[src/rtl/path_writer.sv]
// path_writer: turns a stream of direction codes into the path memory image
// (moves at 0..len-1, length word at 2^memwidth-1). Optional psum via PATH_SUM_EN.
// Ports: clk, rst (sync, active-high), start, in_valid/in_dir/in_last/in_ready
// stream; en/we/addr/wdata memory write; fin, len, pos, err, full status;
// psum (only with PATH_SUM_EN) running edge-delta sum mod 2^datawidth.
module path_writer #(
  parameter int datawidth = 5,
  parameter int memwidth  = 5
) (
  input  logic                 clk,
  input  logic                 rst,
  input  logic                 start,
  input  logic                 in_valid,
  input  logic [datawidth-1:0] in_dir,
  input  logic                 in_last,
  output logic                 in_ready,
  output logic                 en,
  output logic                 we,
  output logic [memwidth-1:0]  addr,
  output logic [datawidth-1:0] wdata,
  output logic                 fin,
  output logic [memwidth-1:0]  len,
  output logic [3:0]           pos,
  output logic                 err,
  output logic                 full
`ifdef PATH_SUM_EN
  ,
  output logic [datawidth-1:0] psum
`endif
);

  localparam logic [1:0] S_IDLE    = 2'd0;
  localparam logic [1:0] S_COLLECT = 2'd1;
  localparam logic [1:0] S_LEN     = 2'd2;
  localparam logic [1:0] S_DONE    = 2'd3;

  localparam logic [memwidth-1:0] LEN_ADDR = '1;

  localparam logic [datawidth-1:0] D_RIGHT = datawidth'(1);
  localparam logic [datawidth-1:0] D_UP    = datawidth'(2);
  localparam logic [datawidth-1:0] D_LEFT  = datawidth'(3);
  localparam logic [datawidth-1:0] D_DOWN  = datawidth'(4);

  logic [1:0]           state_q, state_d;
  logic [memwidth-1:0]  cnt_q, cnt_d, cnt_inc;
  logic [3:0]           pos_q, pos_d;
  logic                 err_q, err_d;
  logic                 full_q, full_d;
  logic                 we_q, we_d;
  logic [memwidth-1:0]  addr_q, addr_d;
  logic [datawidth-1:0] wdata_q, wdata_d;
  logic                 fin_q, fin_d;
  logic [memwidth-1:0]  len_q, len_d;

  logic       mv_ok;
  logic [3:0] mv_tgt;
  logic       on_l, on_r;

  // Left/right grid columns; row limits are simple range checks.
  assign on_l = (pos_q == 4'd1) || (pos_q == 4'd4) || (pos_q == 4'd7);
  assign on_r = (pos_q == 4'd3) || (pos_q == 4'd6) || (pos_q == 4'd9);

  always_comb begin
    mv_ok  = 1'b0;
    mv_tgt = pos_q;
    unique case (1'b1)
      in_dir == D_RIGHT: begin
        mv_ok  = !on_r;
        mv_tgt = pos_q + 4'd1;
      end
      in_dir == D_UP: begin
        mv_ok  = pos_q > 4'd3;
        mv_tgt = pos_q - 4'd3;
      end
      in_dir == D_LEFT: begin
        mv_ok  = !on_l;
        mv_tgt = pos_q - 4'd1;
      end
      in_dir == D_DOWN: begin
        mv_ok  = pos_q < 4'd7;
        mv_tgt = pos_q + 4'd3;
      end
      default: ;
    endcase
  end

  assign cnt_inc = cnt_q + 1'b1;

`ifdef PATH_SUM_EN
  logic [datawidth-1:0] psum_q, psum_d;

  // Per-edge weights shared with the reader; unlisted edges weigh 0.
  function automatic logic [datawidth-1:0] edge_delta(
    input logic [3:0] f,
    input logic [3:0] t
  );
    int d;
    d = 0;
    case ({f, t})
      8'h52, 8'h54, 8'h12, 8'h14, 8'h32, 8'h74: d = -1;
      8'h56, 8'h58, 8'h36, 8'h78, 8'h96, 8'h98: d = 1;
      8'h23, 8'h47, 8'h63, 8'h87:               d = 2;
      8'h21, 8'h41, 8'h69, 8'h89:               d = -2;
      default:                                  d = 0;
    endcase
    return datawidth'(d);
  endfunction
`endif

  always_comb begin
    state_d = state_q;
    cnt_d   = cnt_q;
    pos_d   = pos_q;
    err_d   = err_q;
    full_d  = full_q;
    we_d    = 1'b0;
    addr_d  = addr_q;
    wdata_d = wdata_q;
    fin_d   = 1'b0;
    len_d   = len_q;
`ifdef PATH_SUM_EN
    psum_d  = psum_q;
`endif
    case (state_q)
      S_IDLE: begin
        if (start) begin
          cnt_d   = '0;
          pos_d   = 4'd5;
          err_d   = 1'b0;
          full_d  = 1'b0;
`ifdef PATH_SUM_EN
          psum_d  = '0;
`endif
          state_d = S_COLLECT;
        end
      end
      S_COLLECT: begin
        if (in_valid) begin
          if (mv_ok) begin
            we_d    = 1'b1;
            addr_d  = cnt_q;
            wdata_d = in_dir;
            cnt_d   = cnt_inc;
            pos_d   = mv_tgt;
`ifdef PATH_SUM_EN
            psum_d  = psum_q + edge_delta(pos_q, mv_tgt);
`endif
          end else begin
            err_d = 1'b1;
          end
          if (in_last) begin
            state_d = S_LEN;
          end else if (mv_ok && cnt_inc == LEN_ADDR) begin
            full_d  = 1'b1;
            state_d = S_LEN;
          end
        end
      end
      S_LEN: begin
        we_d    = 1'b1;
        addr_d  = LEN_ADDR;
        wdata_d = datawidth'(cnt_q);
        len_d   = cnt_q;
        state_d = S_DONE;
      end
      default: begin
        fin_d   = 1'b1;
        state_d = S_IDLE;
      end
    endcase
  end

  always_ff @(posedge clk) begin
    if (rst) begin
      state_q <= S_IDLE;
      cnt_q   <= '0;
      pos_q   <= 4'd5;
      err_q   <= 1'b0;
      full_q  <= 1'b0;
      we_q    <= 1'b0;
      addr_q  <= '0;
      wdata_q <= '0;
      fin_q   <= 1'b0;
      len_q   <= '0;
`ifdef PATH_SUM_EN
      psum_q  <= '0;
`endif
    end else begin
      state_q <= state_d;
      cnt_q   <= cnt_d;
      pos_q   <= pos_d;
      err_q   <= err_d;
      full_q  <= full_d;
      we_q    <= we_d;
      addr_q  <= addr_d;
      wdata_q <= wdata_d;
      fin_q   <= fin_d;
      len_q   <= len_d;
`ifdef PATH_SUM_EN
      psum_q  <= psum_d;
`endif
    end
  end

  assign in_ready = (state_q == S_COLLECT);
  assign we       = we_q;
  assign en       = we_q;
  assign addr     = addr_q;
  assign wdata    = wdata_q;
  assign fin      = fin_q;
  assign len      = len_q;
  assign pos      = pos_q;
  assign err      = err_q;
  assign full     = full_q;
`ifdef PATH_SUM_EN
  assign psum     = psum_q;
`endif

endmodule
[config.mk]
export PLATFORM = sky130hd
export DESIGN_NAME = path_writer
export DESIGN_NICKNAME = d
export VERILOG_FILES = /design/src/rtl/path_writer.sv
export SDC_FILE = /design/constraint.sdc
export NUM_CORES = 1
export LEC_CHECK = 0
export CAP_MARGIN = 20
export CORE_ASPECT_RATIO = 1.4
export CORE_UTILIZATION = 52
export CTS_CLUSTER_DIAMETER = 60
export DETAILED_ROUTE_END_ITERATION = 12
export PLACE_DENSITY = 0.88
export REMOVE_ABC_BUFFERS = 1
export SYNTH_ARGS = -nofsm -noshare
export SYNTH_HDL_FRONTEND = slang
export SYNTH_SLANG_ARGS = --single-unit
[constraint.sdc]
create_clock -name clk -period 3.02 [get_ports clk]
set_input_delay 0.604 -clock clk [delete_from_list [all_inputs] [get_ports clk]]
set_output_delay 0.604 -clock clk [all_outputs]
set_load 0.005 [all_outputs]
==> impl_metrics.py <==
metrics = {
    "run_status": {
        "status": "complete, no violations",
    },
    "sta": {
        "clock_period_minus_final_worst_setup_slack_ns": 2.75,
        "fin_setup_tns_ns": 0,
        "fmaxAchievable_mhz": 363,
        "final.setup.worst_slack_ns": 0.268,
        "worst_pin_slew_ns": 0.513,
        "hold_viol": 0,
        "layout_worst_path_cycle_share_pct": 91.1,
        "final_setup_fails": 0,
        "slew_headroom_pct": 65.8,
        "rsz0062_at_grt": "no",
        "maxSlewViolCount": 0,
        "clock-skew-final_ns": 0.00704,
    },
    "synth": {
        "synthesis.instances": 217,
        "synth_top_area_share_pct": 32.1,
        "number_of_enable_type_register_cells_in_the_synthesized_netlist": 0,
        "synth_async_sr_flop_share_pct": 0,
        "synthesis.area_sq_mm": 0.00187,
        "postSynth.topFlopCell": "sky130_fd_sc_hd__dfxtp_1",
        "synth_common_cells": "sky130_fd_sc_hd__dfxtp_1, sky130_fd_sc_hd__nor2_1, sky130_fd_sc_hd__a21oi_1, sky130_fd_sc_hd__inv_1",
        "seq_area_frac_synth_pct": 32.1,
        "yosys.cell_count.top_type": "sky130_fd_sc_hd__dfxtp_1",
        "syn_avg_cell_area_sq_um": 8.63,
        "yosys.area.top_type": "sky130_fd_sc_hd__dfxtp_1",
        "synth-seq-cells": 30,
        "synth.distinct_cells": 54,
        "synth_warnings": 0,
        "synth_top_cells_by_area": "sky130_fd_sc_hd__dfxtp_1, sky130_fd_sc_hd__ha_1, sky130_fd_sc_hd__mux2i_1",
    },
    "die": {
        "floorplan.io_pins": 35,
        "fp.dieArea_sq_mm": 0.00385,
        "core_rows": 25,
        "starting_utilization_of_the_core_area_pct": 54.9,
        "die_h_um": 73.0,
        "floorplan_core_area_sq_mm": 0.00341,
        "die_w_um": 52.7,
    },
    "global_route": {
        "antenna_found_initial": 0,
        "grt_residual_overflow": 0,
        "grt_max_degree": 30,
        "globalRouteTotalUtil_pct": 27.7,
        "first_global_vias": 1779,
        "grt_pass1_wl_um": 7830,
    },
    "finish": {
        "drive_above_1_share_pct": 11.8,
        "layoutNonFillerInstCount": 294,
        "fin_nets": 276,
        "antenna-diode-count": 0,
        "flow.area_growth_from_synthesis_pct": 29.6,
        "final_core_utilization_pct": 71.2,
    },
    "setup_path": {
        "worst-r2r-setup-slack_ns": 0.50,
        "critPathArrivalTime_ns": 2.93,
        "setup.worst_path.start": "in_dir[3]",
        "rr_endpoint": "state_q[0]$_SDFFE_PP0P_",
        "worst-r2r-cell-count": 8,
        "worst_setup_path_end_kind": "flop",
        "worst_ep_required_time_ns": 3.20,
        "timing.rr.start": "pos[0]$_SDFFE_PP1P_",
        "worst_setup_path_start_kind": "input pin",
        "crit_type": "in -> reg",
        "worstSetupEndpoint": "pos[2]$_SDFFE_PP1P_",
        "path_max_fanout": 3,
    },
    "place": {
        "post-place-cells": 286,
        "gp_routability_congestion": 0.843,
        "port_buffer_count": 34,
        "hpwl_um": 3320,
        "dpl_worst_slack_ns": -0.0253,
    },
    "clock_tree": {
        "clock_path_buffers": 2,
        "number_of_buffers_created_by_cts": 5,
        "clkSlewWorstSetupHoldPaths_ns": 0.06,
        "cts.repair.resized": 0,
        "hold_buffers": 0,
        "post-cts-setup-buffer-count": 0,
        "worstSkewPairLatency_ns": 0.29,
        "cts_tree": "yes",
        "clock_tree.root_cell": "sky130_fd_sc_hd__clkbuf_8",
        "h-tree-depth": 2,
        "clock_sinks": 30,
    },
    "power_and_ir_drop": {
        "leakage_nw": 0.885,
        "ir_drop_uv": 588,
        "power.density_mw_per_mm2": 730,
    },
    "flow_run": {
        "max-cap-violations": 0,
    },
    "route": {
        "wirelength_um": 4680,
        "avgViaCountPerCell": 6.20,
        "drtAntennaViolNets": 0,
        "detailedRoute.firstPassIterationCount": 5,
        "wl_per_cell_um": 15.9,
        "routed-via-count": 1822,
        "drt_iter0_markers": 68,
        "drcViolationCount": 0,
    },
    "min_path": {
        "min-delay-path-class": "reg -> reg",
    },
}
report_power, final:
group          internal [mW]  switching (mW)
Clock                  0.352           0.159
Combinational          0.351           0.389
Sequential             0.470          0.0511
cell type report:
class | count | area, sq um
Timing Repair Buffer | 45 | 435
Fill cell | 253 | 982
Clock inverter | 2 | 60.1
Clock buffer | 6 | 82.6
Multi-Input combinational cell | 158 | 1150
Inverter | 13 | 48.8
Sequential cell | 30 | 601
Tap cell | 40 | 50.0
layout by cell type, fill, tap and decap left out, types with 5 or more instances in the layout:
| master | instances |
|---|---|
| sky130_fd_sc_hd__clkbuf_8 | 6 |
| sky130_fd_sc_hd__nand3_1 | 5 |
| sky130_fd_sc_hd__dfxtp_1 | 30 |
| sky130_fd_sc_hd__mux2i_1 | 11 |
| sky130_fd_sc_hd__nor3_1 | 12 |
| sky130_fd_sc_hd__nor2_1 | 22 |
| sky130_fd_sc_hd__buf_4 | 10 |
| sky130_fd_sc_hd__inv_1 | 13 |
| sky130_fd_sc_hd__clkdlybuf4s50_1 | 34 |
| sky130_fd_sc_hd__nand2_1 | 8 |
| sky130_fd_sc_hd__ha_1 | 12 |
| sky130_fd_sc_hd__a21oi_1 | 14 |
| sky130_fd_sc_hd__a211oi_2 | 5 |
| sky130_fd_sc_hd__a211oi_1 | 11 |
stage by stage:
stage	power, mW	area [sq um]	hold WS (ns)
after detailed placement	1.26	2280	0.488
after global placement	1.24	2280	0.481
after CTS	1.78	2430	0.507
after global routing	1.87	2430	0.533
after floorplan	0.975	1800	0.486
final	1.77	2430	0.496
worst min path at each step:
stage,from,end,slack (ns),depth (start not counted)
after floorplan,len[0]$_SDFFE_PP0P_,len[0]$_SDFFE_PP0P_,0.49,2
after global placement,len[2]$_SDFFE_PP0P_,len[2]$_SDFFE_PP0P_,0.48,2
after detailed placement,len[4]$_SDFFE_PP0P_,len[4]$_SDFFE_PP0P_,0.49,2
after CTS,len[4]$_SDFFE_PP0P_,len[4]$_SDFFE_PP0P_,0.51,2
after global routing,len[4]$_SDFFE_PP0P_,len[4]$_SDFFE_PP0P_,0.53,2
final,len[4]$_SDFFE_PP0P_,len[4]$_SDFFE_PP0P_,0.50,2
sequential cells by signal, indices dropped and copies added (netlist names):
signal,cells
state_q,2
cnt_q,5
err,1
en,1
full,1
len,5
pos,4
wdata,5
addr,5
fin,1
logic make-up (layout without fill, tap and decap cells):
logic type | Yosys count | after routing | share of synthesized area, %
DFF | 30 | 30 | 32.1
and+or+nand+nor | 71 | 71 | 19.9
xor gates and xnor gates | 2 | 2 | 0.935
adders and majority gates | 13 | 13 | 9.08
buffers and inverters | 29 | 66 | 6.55
AOI/OAI and AO/OA | 61 | 61 | 25.6
muxes | 11 | 11 | 5.88
routing by layer:
metal	wire length, um	GRT usage (%)	up-vias
met5	0	0	-
met4	180	16.1	0
met3	224	7.08	24
met2	2400	46.7	69
met1	1870	30.4	858
li1	-	-	871
worst max-delay path, cell delays in order:
cell and delay [ns]:
sky130_fd_sc_hd__clkdlybuf4s50_1 0.45, sky130_fd_sc_hd__nor4_1 0.27, sky130_fd_sc_hd__and2_1 0.17, sky130_fd_sc_hd__inv_1 0.05, sky130_fd_sc_hd__fa_1 0.39, sky130_fd_sc_hd__a21oi_1 0.20, sky130_fd_sc_hd__a32oi_1 0.12, sky130_fd_sc_hd__a2111oi_0 0.44
sky130_fd_sc_hd__a21oi_1 0.08, sky130_fd_sc_hd__a2bb2oi_1 0.15
No activity file was read; power rests on OpenSTA's default activity.
